**src/rtl/effect_select_if.sv**
```systemverilog
// Video stream bundle for effect_select: raw pixel path, NUM_CH effect paths and the
// registered output path, each with data/hsync/vsync/VDE.
interface effect_select_if #(
  parameter int DATA_WIDTH = 24,
  parameter int NUM_CH     = 3
);
  logic [DATA_WIDTH-1:0]        i_vid_data;
  logic                         i_vid_hsync;
  logic                         i_vid_vsync;
  logic                         i_vid_VDE;
  logic [NUM_CH*DATA_WIDTH-1:0] i_ch_data;
  logic [NUM_CH-1:0]            i_ch_hsync;
  logic [NUM_CH-1:0]            i_ch_vsync;
  logic [NUM_CH-1:0]            i_ch_VDE;
  logic [DATA_WIDTH-1:0]        o_vid_data;
  logic                         o_vid_hsync;
  logic                         o_vid_vsync;
  logic                         o_vid_VDE;

  modport master (
    output i_vid_data, i_vid_hsync, i_vid_vsync, i_vid_VDE,
    output i_ch_data, i_ch_hsync, i_ch_vsync, i_ch_VDE,
    input  o_vid_data, o_vid_hsync, o_vid_vsync, o_vid_VDE
  );

  modport slave (
    input  i_vid_data, i_vid_hsync, i_vid_vsync, i_vid_VDE,
    input  i_ch_data, i_ch_hsync, i_ch_vsync, i_ch_VDE,
    output o_vid_data, o_vid_hsync, o_vid_vsync, o_vid_VDE
  );
endinterface

```
**src/rtl/effect_select.sv**
```systemverilog
// Frame-synchronous video effect selector: bypass or one of NUM_CH effect streams, chosen by
// switches or debounced buttons. Define FRAME_SYNC_SWITCH_EN to defer switching to vsync rises.
module effect_select #(
  parameter int DATA_WIDTH      = 24,
  parameter int NUM_CH          = 3,
  parameter int DEBOUNCE_CYCLES = 1000000
) (
  input  logic             clk,
  input  logic             n_rst,
  effect_select_if.slave   vid,
  input  logic [3:0]       sw,
  input  logic [3:0]       btn,
  output logic [3:0]       led
);

  localparam int         CNT_W   = (DEBOUNCE_CYCLES > 1) ? $clog2(DEBOUNCE_CYCLES + 1) : 1;
  localparam logic [3:0] MAX_SEL = 4'(NUM_CH);

  logic [1:0] btn_press;
  logic [3:0] sw_q_reg;
  logic [3:0] req_sel_reg;
  logic [3:0] req_sel_next;
  logic [3:0] act_sel_reg;
  logic       change_pending;

  logic [DATA_WIDTH-1:0] mux_data;
  logic                  mux_hsync;
  logic                  mux_vsync;
  logic                  mux_vde;

  wire unused_btn = &{1'b0, btn[3:2]};

  // A press is the rising edge of the debounced level; any disagreement with the accepted
  // level must persist DEBOUNCE_CYCLES cycles before it is taken.
  for (genvar gi = 0; gi < 2; gi++) begin : g_btn
    logic             sync1_reg;
    logic             sync2_reg;
    logic             acc_reg;
    logic             acc_prev_reg;
    logic [CNT_W-1:0] cnt_reg;

    always_ff @(posedge clk or negedge n_rst) begin
      if (!n_rst) begin
        sync1_reg    <= 1'b0;
        sync2_reg    <= 1'b0;
        acc_reg      <= 1'b0;
        acc_prev_reg <= 1'b0;
        cnt_reg      <= '0;
      end else begin
        sync1_reg    <= btn[gi];
        sync2_reg    <= sync1_reg;
        acc_prev_reg <= acc_reg;
        if (sync2_reg == acc_reg) begin
          cnt_reg <= '0;
        end else if (cnt_reg == CNT_W'(DEBOUNCE_CYCLES - 1)) begin
          acc_reg <= sync2_reg;
          cnt_reg <= '0;
        end else begin
          cnt_reg <= cnt_reg + 1'b1;
        end
      end
    end

    assign btn_press[gi] = acc_reg & ~acc_prev_reg;
  end

  always_comb begin
    req_sel_next = req_sel_reg;
    if (sw != sw_q_reg) begin
      req_sel_next = (sw > MAX_SEL) ? 4'd0 : sw;
    end else if (btn_press[1]) begin
      req_sel_next = 4'd0;
    end else if (btn_press[0]) begin
      req_sel_next = (req_sel_reg == MAX_SEL) ? 4'd0 : req_sel_reg + 4'd1;
    end
  end

`ifdef FRAME_SYNC_SWITCH_EN
  logic vsync_q_reg;
  logic frame_edge;

  // The boundary always comes from the raw stream, independent of the active source.
  assign frame_edge     = vid.i_vid_vsync & ~vsync_q_reg;
  assign change_pending = (req_sel_reg != act_sel_reg);

  always_ff @(posedge clk or negedge n_rst) begin
    if (!n_rst) begin
      vsync_q_reg <= 1'b0;
      act_sel_reg <= 4'd0;
    end else begin
      vsync_q_reg <= vid.i_vid_vsync;
      if (frame_edge) begin
        act_sel_reg <= req_sel_reg;
      end
    end
  end
`else
  assign change_pending = 1'b0;

  always_ff @(posedge clk or negedge n_rst) begin
    if (!n_rst) begin
      act_sel_reg <= 4'd0;
    end else begin
      act_sel_reg <= req_sel_reg;
    end
  end
`endif

  always_ff @(posedge clk or negedge n_rst) begin
    if (!n_rst) begin
      sw_q_reg    <= 4'd0;
      req_sel_reg <= 4'd0;
    end else begin
      sw_q_reg    <= sw;
      req_sel_reg <= req_sel_next;
    end
  end

  // Unmatched select values fall back to bypass.
  always_comb begin
    mux_data  = vid.i_vid_data;
    mux_hsync = vid.i_vid_hsync;
    mux_vsync = vid.i_vid_vsync;
    mux_vde   = vid.i_vid_VDE;
    for (int i = 0; i < NUM_CH; i++) begin
      if (act_sel_reg == 4'(i + 1)) begin
        mux_data  = vid.i_ch_data[i*DATA_WIDTH +: DATA_WIDTH];
        mux_hsync = vid.i_ch_hsync[i];
        mux_vsync = vid.i_ch_vsync[i];
        mux_vde   = vid.i_ch_VDE[i];
      end
    end
  end

  always_ff @(posedge clk or negedge n_rst) begin
    if (!n_rst) begin
      vid.o_vid_data  <= '0;
      vid.o_vid_hsync <= 1'b0;
      vid.o_vid_vsync <= 1'b0;
      vid.o_vid_VDE   <= 1'b0;
      led             <= 4'd0;
    end else begin
      vid.o_vid_data  <= mux_data;
      vid.o_vid_hsync <= mux_hsync;
      vid.o_vid_vsync <= mux_vsync;
      vid.o_vid_VDE   <= mux_vde;
      led             <= {change_pending, act_sel_reg[2:0]};
    end
  end

endmodule

```
**src/flat_wrapper.sv**
```systemverilog
// flat-port wrapper written by rule: the top's interface ports become plain ports
module effect_select_flat 
#(
  parameter int DATA_WIDTH      = 24,
  parameter int NUM_CH          = 3,
  parameter int DEBOUNCE_CYCLES = 1000000
)
  (clk, n_rst, sw, btn, led, vid_i_vid_data, vid_i_vid_hsync, vid_i_vid_vsync, vid_i_vid_VDE, vid_i_ch_data, vid_i_ch_hsync, vid_i_ch_vsync, vid_i_ch_VDE, vid_o_vid_data, vid_o_vid_hsync, vid_o_vid_vsync, vid_o_vid_VDE);
  effect_select_if #(.DATA_WIDTH(DATA_WIDTH), .NUM_CH(NUM_CH)) vid_i ();
  input  logic clk;
  input  logic n_rst;
  input  logic [3:0] sw;
  input  logic [3:0] btn;
  output logic [3:0] led;
  input wire logic [$bits(vid_i.i_vid_data)-1:0] vid_i_vid_data;
  input wire logic [$bits(vid_i.i_vid_hsync)-1:0] vid_i_vid_hsync;
  input wire logic [$bits(vid_i.i_vid_vsync)-1:0] vid_i_vid_vsync;
  input wire logic [$bits(vid_i.i_vid_VDE)-1:0] vid_i_vid_VDE;
  input wire logic [$bits(vid_i.i_ch_data)-1:0] vid_i_ch_data;
  input wire logic [$bits(vid_i.i_ch_hsync)-1:0] vid_i_ch_hsync;
  input wire logic [$bits(vid_i.i_ch_vsync)-1:0] vid_i_ch_vsync;
  input wire logic [$bits(vid_i.i_ch_VDE)-1:0] vid_i_ch_VDE;
  output wire logic [$bits(vid_i.o_vid_data)-1:0] vid_o_vid_data;
  output wire logic [$bits(vid_i.o_vid_hsync)-1:0] vid_o_vid_hsync;
  output wire logic [$bits(vid_i.o_vid_vsync)-1:0] vid_o_vid_vsync;
  output wire logic [$bits(vid_i.o_vid_VDE)-1:0] vid_o_vid_VDE;
  assign vid_i.i_vid_data = vid_i_vid_data;
  assign vid_i.i_vid_hsync = vid_i_vid_hsync;
  assign vid_i.i_vid_vsync = vid_i_vid_vsync;
  assign vid_i.i_vid_VDE = vid_i_vid_VDE;
  assign vid_i.i_ch_data = vid_i_ch_data;
  assign vid_i.i_ch_hsync = vid_i_ch_hsync;
  assign vid_i.i_ch_vsync = vid_i_ch_vsync;
  assign vid_i.i_ch_VDE = vid_i_ch_VDE;
  assign vid_o_vid_data = vid_i.o_vid_data;
  assign vid_o_vid_hsync = vid_i.o_vid_hsync;
  assign vid_o_vid_vsync = vid_i.o_vid_vsync;
  assign vid_o_vid_VDE = vid_i.o_vid_VDE;
  effect_select #(.DATA_WIDTH(DATA_WIDTH), .NUM_CH(NUM_CH), .DEBOUNCE_CYCLES(DEBOUNCE_CYCLES)) u_core (.clk(clk), .n_rst(n_rst), .vid(vid_i), .sw(sw), .btn(btn), .led(led));
endmodule
```
**config.mk**
```make
export PLATFORM = sky130hd
export DESIGN_NAME = effect_select_flat
export DESIGN_NICKNAME = d
export VERILOG_FILES = /design/src/rtl/effect_select_if.sv /design/src/rtl/effect_select.sv /design/src/flat_wrapper.sv
export SDC_FILE = /design/constraint.sdc
export NUM_CORES = 1
export LEC_CHECK = 0
export ABC_AREA = 1
export CORE_UTILIZATION = 38
export DETAILED_ROUTE_END_ITERATION = 12
export GPL_ROUTABILITY_DRIVEN = 0
export PLACE_DENSITY = 0.74
export SETUP_SLACK_MARGIN = 0.3
export SLEW_MARGIN = 20
export SYNTH_ARGS = -nofsm -noshare
export SYNTH_HDL_FRONTEND = slang
export SYNTH_SLANG_ARGS = --single-unit
export TNS_END_PERCENT = 10
```
**constraint.sdc**
```tcl
create_clock -name clk -period 1.7 [get_ports clk]
set_input_delay 0.34 -clock clk [delete_from_list [all_inputs] [get_ports clk]]
set_output_delay 0.34 -clock clk [all_outputs]
set_load 0.02 [all_outputs]
```
Word-level counts from Yosys, hierarchy flattened
Cells that the tools add are included.
{"block": "classes", "reduce_logical": 3, "n_addsub": 3, "mul": 0, "div_mod_pow": 0, "muxes": 21, "bitwise_logic": 6, "n_eq_ne": 9, "order_cmp": 1, "n_shift": 0}
{"operator": "$mux 20", "count": 4}
{"operator": "$mux 24", "count": 3}
{"operator": "$add 20x1->20 const B", "count": 2}
{"operator": "$eq 20x20->1 const B", "count": 2}
{"operator": "$mux 4", "count": 5}
{"operator": "$eq 4x2->1 const B", "count": 3}
{"operator": "$mux 1", "count": 9}
{"operator": "$add 4x1->4 const B", "count": 1}
{"operator": "$eq 4x1->1 const B", "count": 1}
{"operator": "$gt 4x2->1 const B", "count": 1}
{"operator": "$ne 4x4->1", "count": 1}
{"operator": "$not 1->1", "count": 4}
{"operator": "$reduce_and 2->1", "count": 2}
{"operator": "$reduce_bool 3->1", "count": 1}
{"operator": "$and 1x1->1", "count": 2}
{"operator": "$eq 1x1->1", "count": 2}
{"block": "word_totals", "rom_bits": 0, "inputBits": 118, "mem_count": 0, "mem_bits_rw": 0, "latchBits": 0, "word_cells": 61, "reg_bits": 90}

Longest topological paths before layout
{"block": "logic_depth", "depth_word": 5, "ltp_mapped": 9}

Worst setup path after synthesis
OpenSTA, ideal clock, no wires.
{"block": "synth_path", "path_type": "flip-flop to flip-flop", "start": "register u_core.g_btn[1].cnt_reg[0]", "end": "register u_core.g_btn[1].cnt_reg[19]", "setup_ps": 122, "path_slack_ps": 288, "t_required_ps": 1578, "path_buffers": 0, "arrival_ps": 1290, "path_stages_with_launch": 9, "cell_sequence": "dfrtp_1 > ha_1 > nand2_1 > nor3_1 > nand3_1 > nand2_2 > inv_2 > nand2_1 > nor2_1"}
{"block": "synth_via", "elab_chain_len": 3, "word_cells_on_any_way": 4, "classes_between": "add/sub (1); eq/ne (1); mux (2)"}
{"item": "start: declaration", "line": "effect_select.sv:40", "rtl": "logic [CNT_W-1:0] cnt_reg;"}
{"item": "start signal: assignment", "line": "effect_select.sv:59", "rtl": "cnt_reg <= cnt_reg + 1'b1;"}
{"item": "$add 20x1->20 / $eq 20x20->1 (equally long branches)", "line": "effect_select.sv:59, effect_select.sv:55"}
{"item": "$mux 20 (*)", "line": "effect_select.sv:55", "rtl": "end else if (cnt_reg == CNT_W'(DEBOUNCE_CYCLES - 1)) begin"}
{"item": "$mux 20 (*)", "line": "effect_select.sv:53", "rtl": "if (sync2_reg == acc_reg) begin"}
Every way passes the cells marked *; elsewhere a longest branch is shown, timed or not.
A chain may end at the register's enable or synchronous reset.

Final worst setup path
{"block": "layout_path", "start": "register u_core.vid.o_vid_data[22]", "end": "output vid_o_vid_data[22]"}
{"item": "start: declaration", "line": "effect_select_if.sv:29", "rtl": "output o_vid_data, o_vid_hsync, o_vid_vsync, o_vid_VDE"}
{"item": "start signal: assignment", "line": "effect_select.sv:143", "rtl": "vid.o_vid_data <= mux_data;"}
{"item": "end: declaration", "line": "flat_wrapper.sv:23", "rtl": "output wire logic [$bits(vid_i.o_vid_data)-1:0] vid_o_vid_data;"}
No word-level cell between the ends.

==> flow_summary_export.csv <==
group,metric,value,unit
yosys,synth.avg_cell_area,7.575,um^2
yosys,synth_nets,746,
cells_and_area,design_area,6999,um^2
drt,drt-pass1-iter-count,4,
worst_setup_path,path_cells,"clkdlybuf4s50_1",
drt,ant_nets,0,
worst_setup_path,crit_buf_inv,1,
cells_and_area,stdcell_count,964,
grt,grt_max_degree,51,
sta,hold_viol_final,0,
worst_setup_path,cpPeakStageDelay,610,ps
floorplan,pin_count,149,
power,ir_drop,426.7,uV
worst_setup_path,end_kind,"primary output",
worst_setup_path,crit_family,"buffers and inverters",
sta,final-setup-viol-count,0,
grt,antenna_found_initial,0,
drt,wl,12.69,mm
worst_setup_path,cp_max_fo,1,
place,dp_slack,-18.00,ps
sta,tns,0,ps
grt,grt_pass1_wl,20.95,mm
place,dp.cells,934,
sta,finalCritPeriodShare,96.43,%
clock_network,path_clk_slew,60,ps
place,port_buffers,145,
yosys,yosysSeqAreaShare,47.57,%
sta,rsz0062_at_grt,"true",
clock_network,clock-sinks,90,
clock_network,clk_path_buf_depth,2,
worst_setup_path,worstSetupPathType,"reg2out",
drt,drtIter0Drc,296,
grt,grtUsageTotal,20.82,%
clock_network,clock_latency,350,ps
floorplan,core,12060,um^2
yosys,synth_top_family_by_area,"simple AND/OR/NAND/NOR gates",
clock_network,cts_tree,"done",
yosys,synth-seq-cells,90,
run_status,status,"finished clean",
cells_and_area,nets,913,
cells_and_area,largest_reg_flops,40,
sta,slew_violations,0,
power,power,5.416,mW
cells_and_area,diodes,0,
drt,drcViolationCount,0,
grt,gr-total-overflow,0,
power,power.density,773.8,nW/um^2
worst_setup_path,crit_slowest_cell,"clkdlybuf4s50_1",
clock_network,ctsRootBufferMaster,"clkbuf_16",
yosys,yosys.area_share.adder,0.7928,%
yosys,synth_xor_area_share,4.255,%
floorplan,die-width,113.6,um
place,placed_cell_area,6426,um^2
floorplan,die_area,12910,um^2
yosys,synth_compound_area_share,7.479,%
worst_setup_path,start_kind,"register",
worst_setup_path,worstPathRequired,1360,ps
yosys,yosysWarningCount,0,
yosys,synth.area.mux_share,0,%
hold_path,hold_path_class,"reg2reg",
yosys,synth_area,4735,um^2
yosys,synth-simple-area-share,31.61,%
floorplan,fp.dieH,113.6,um
power,leakagePower,3.282,nW
yosys,synth_cell_types,28,
clock_network,cts_buffers,9,
yosys,synth_cells,625,
clock_network,htreeDepth,3,
drt,vias,4633,
sta,finClkSkew,4.454,ps
job,max_cap_viol_count,0,
place,hpwl,9.113,mm
floorplan,start_util,39.25,%
drt,viasPerCell,4.806,
cells_and_area,drive_gt1_share,10.93,%
drt,wl_per_cell,13.16,um
floorplan,num_rows,40,
grt,grt_pass1_vias,4570,
worst_setup_path,crit_arrival,1300,ps
sta,setup_slack,60.66,ps
sta,fmax,0.6100,GHz
cells_and_area,area_growth,47.83,%
sta,period_needed,1639,ps
-- through the flow --
step           utilization, %  hold slack, ps
2_1_floorplan               -           44.41
3_3_place_gp            53.28           335.3
3_5_place_dp            53.28           336.2
4_1_cts                 56.40           349.8
5_1_grt                 58.03           360.0
6_report                58.03           347.1
-- cell usage after synthesis --
cell      instances  area (um^2)
nand2_1         150        563.0
nor2_1          116        435.4
dfrtp_1          90         2252
inv_1            75        281.5
nand3_1          53        265.3
a21oi_1          35        175.2
o22ai_1          27        168.9
xor2_1           18        157.7
nor3_1            9        45.04
buf_4             6        45.04
clkbuf_1          6        22.52
nor2_2            5        31.28
xnor2_1           5        43.79
nand4_1           4        25.02
ha_1              3        37.54
nor3b_1           3        22.52
buf_2             2        10.01
buf_6             2        22.52
inv_2             2        7.510
nand2_2           2        12.51
nand2_4           2        22.52
nand3b_1          2        15.01
nor2_4            2        22.52
o21ai_0           2        10.01
conb_1            1        3.750
nand3_2           1        10.01
nor2_8            1        20.02
or2_2             1        6.260
-- area by class of cell --
type                    instances  area [um^2]
multi-input cells             442         2257
well taps                     168        210.2
inverters                      77        296.5
clock buffers                  13        260.3
fillers                      1060         5062
repair buffers                172         1709
flip-flops and latches         90         2253
clock inverters                 2        12.51
-- power by group --
group          total, mW  internal [mW]  switching [mW]
clock               1.85           1.06           0.789
sequential          2.35           2.29          0.0597
combinational       1.22          0.616           0.605
-- layout by cell type (no fill, tap or decap), drive strengths merged --
cell type and instances:
nand2 154, clkdlybuf4s50 139, nor2 124, dfrtp 90, inv 77, nand3 54, a21oi 35, o22ai 27
buf 27, xor2 18, clkbuf 13, nor3 9, xnor2 5, nand4 4, dlygate4sd2 4, nor3b 3
ha 3, nand3b 2, o21ai 2, or2 1, conb 1, clkinv 1, clkinvlp 1, dlygate4sd3 1
dlymetal6s2s 1
-- routing by layer --
layer	wire (um)	GRT usage, %
met1	5078	23.46
met2	6844	38.25
met3	452	3.985
met4	310	8.947
met5	0	0
-- cells by family (layout without fill, tap and decap cells) --
logic type,after synthesis,in the layout
AND/OR/NAND/NOR,351,351
buffers and inverters,93,264
flip-flops,90,90
AO/OA/AOI/OAI,64,64
XOR/XNOR,23,23
adder cells (fa/ha/maj),3,3
other,1,1
-- what timing repair did --
item	4_1_cts	5_1_grt
hold buffers	1	0
endpoints found under the hold margin	40	0
setup endpoints to repair	85	93
setup buffers	5	9
resized for setup	17	36
pin swaps	4	9
-- final timing paths --
check | start | endpoint | slack [ps] | depth (start not counted)
setup reg to reg | u_core.act_sel_reg[1] | u_core.vid.o_vid_data[23] | 240 | 6
setup / recovery | u_core.vid.o_vid_data[22] | vid_o_vid_data[22] | 60 | 1
hold / removal | u_core.g_btn[0].sync1_reg | u_core.g_btn[0].sync2_reg | 350 | 0
min in group asynchronous | n_rst | u_core.g_btn[1].cnt_reg[16] | 530 | 3
max in group asynchronous | n_rst | u_core.g_btn[0].cnt_reg[13] | 920 | 3
hold reg to reg | u_core.g_btn[0].sync1_reg | u_core.g_btn[0].sync2_reg | 350 | 0
Power figures use the tool's default switching activity.
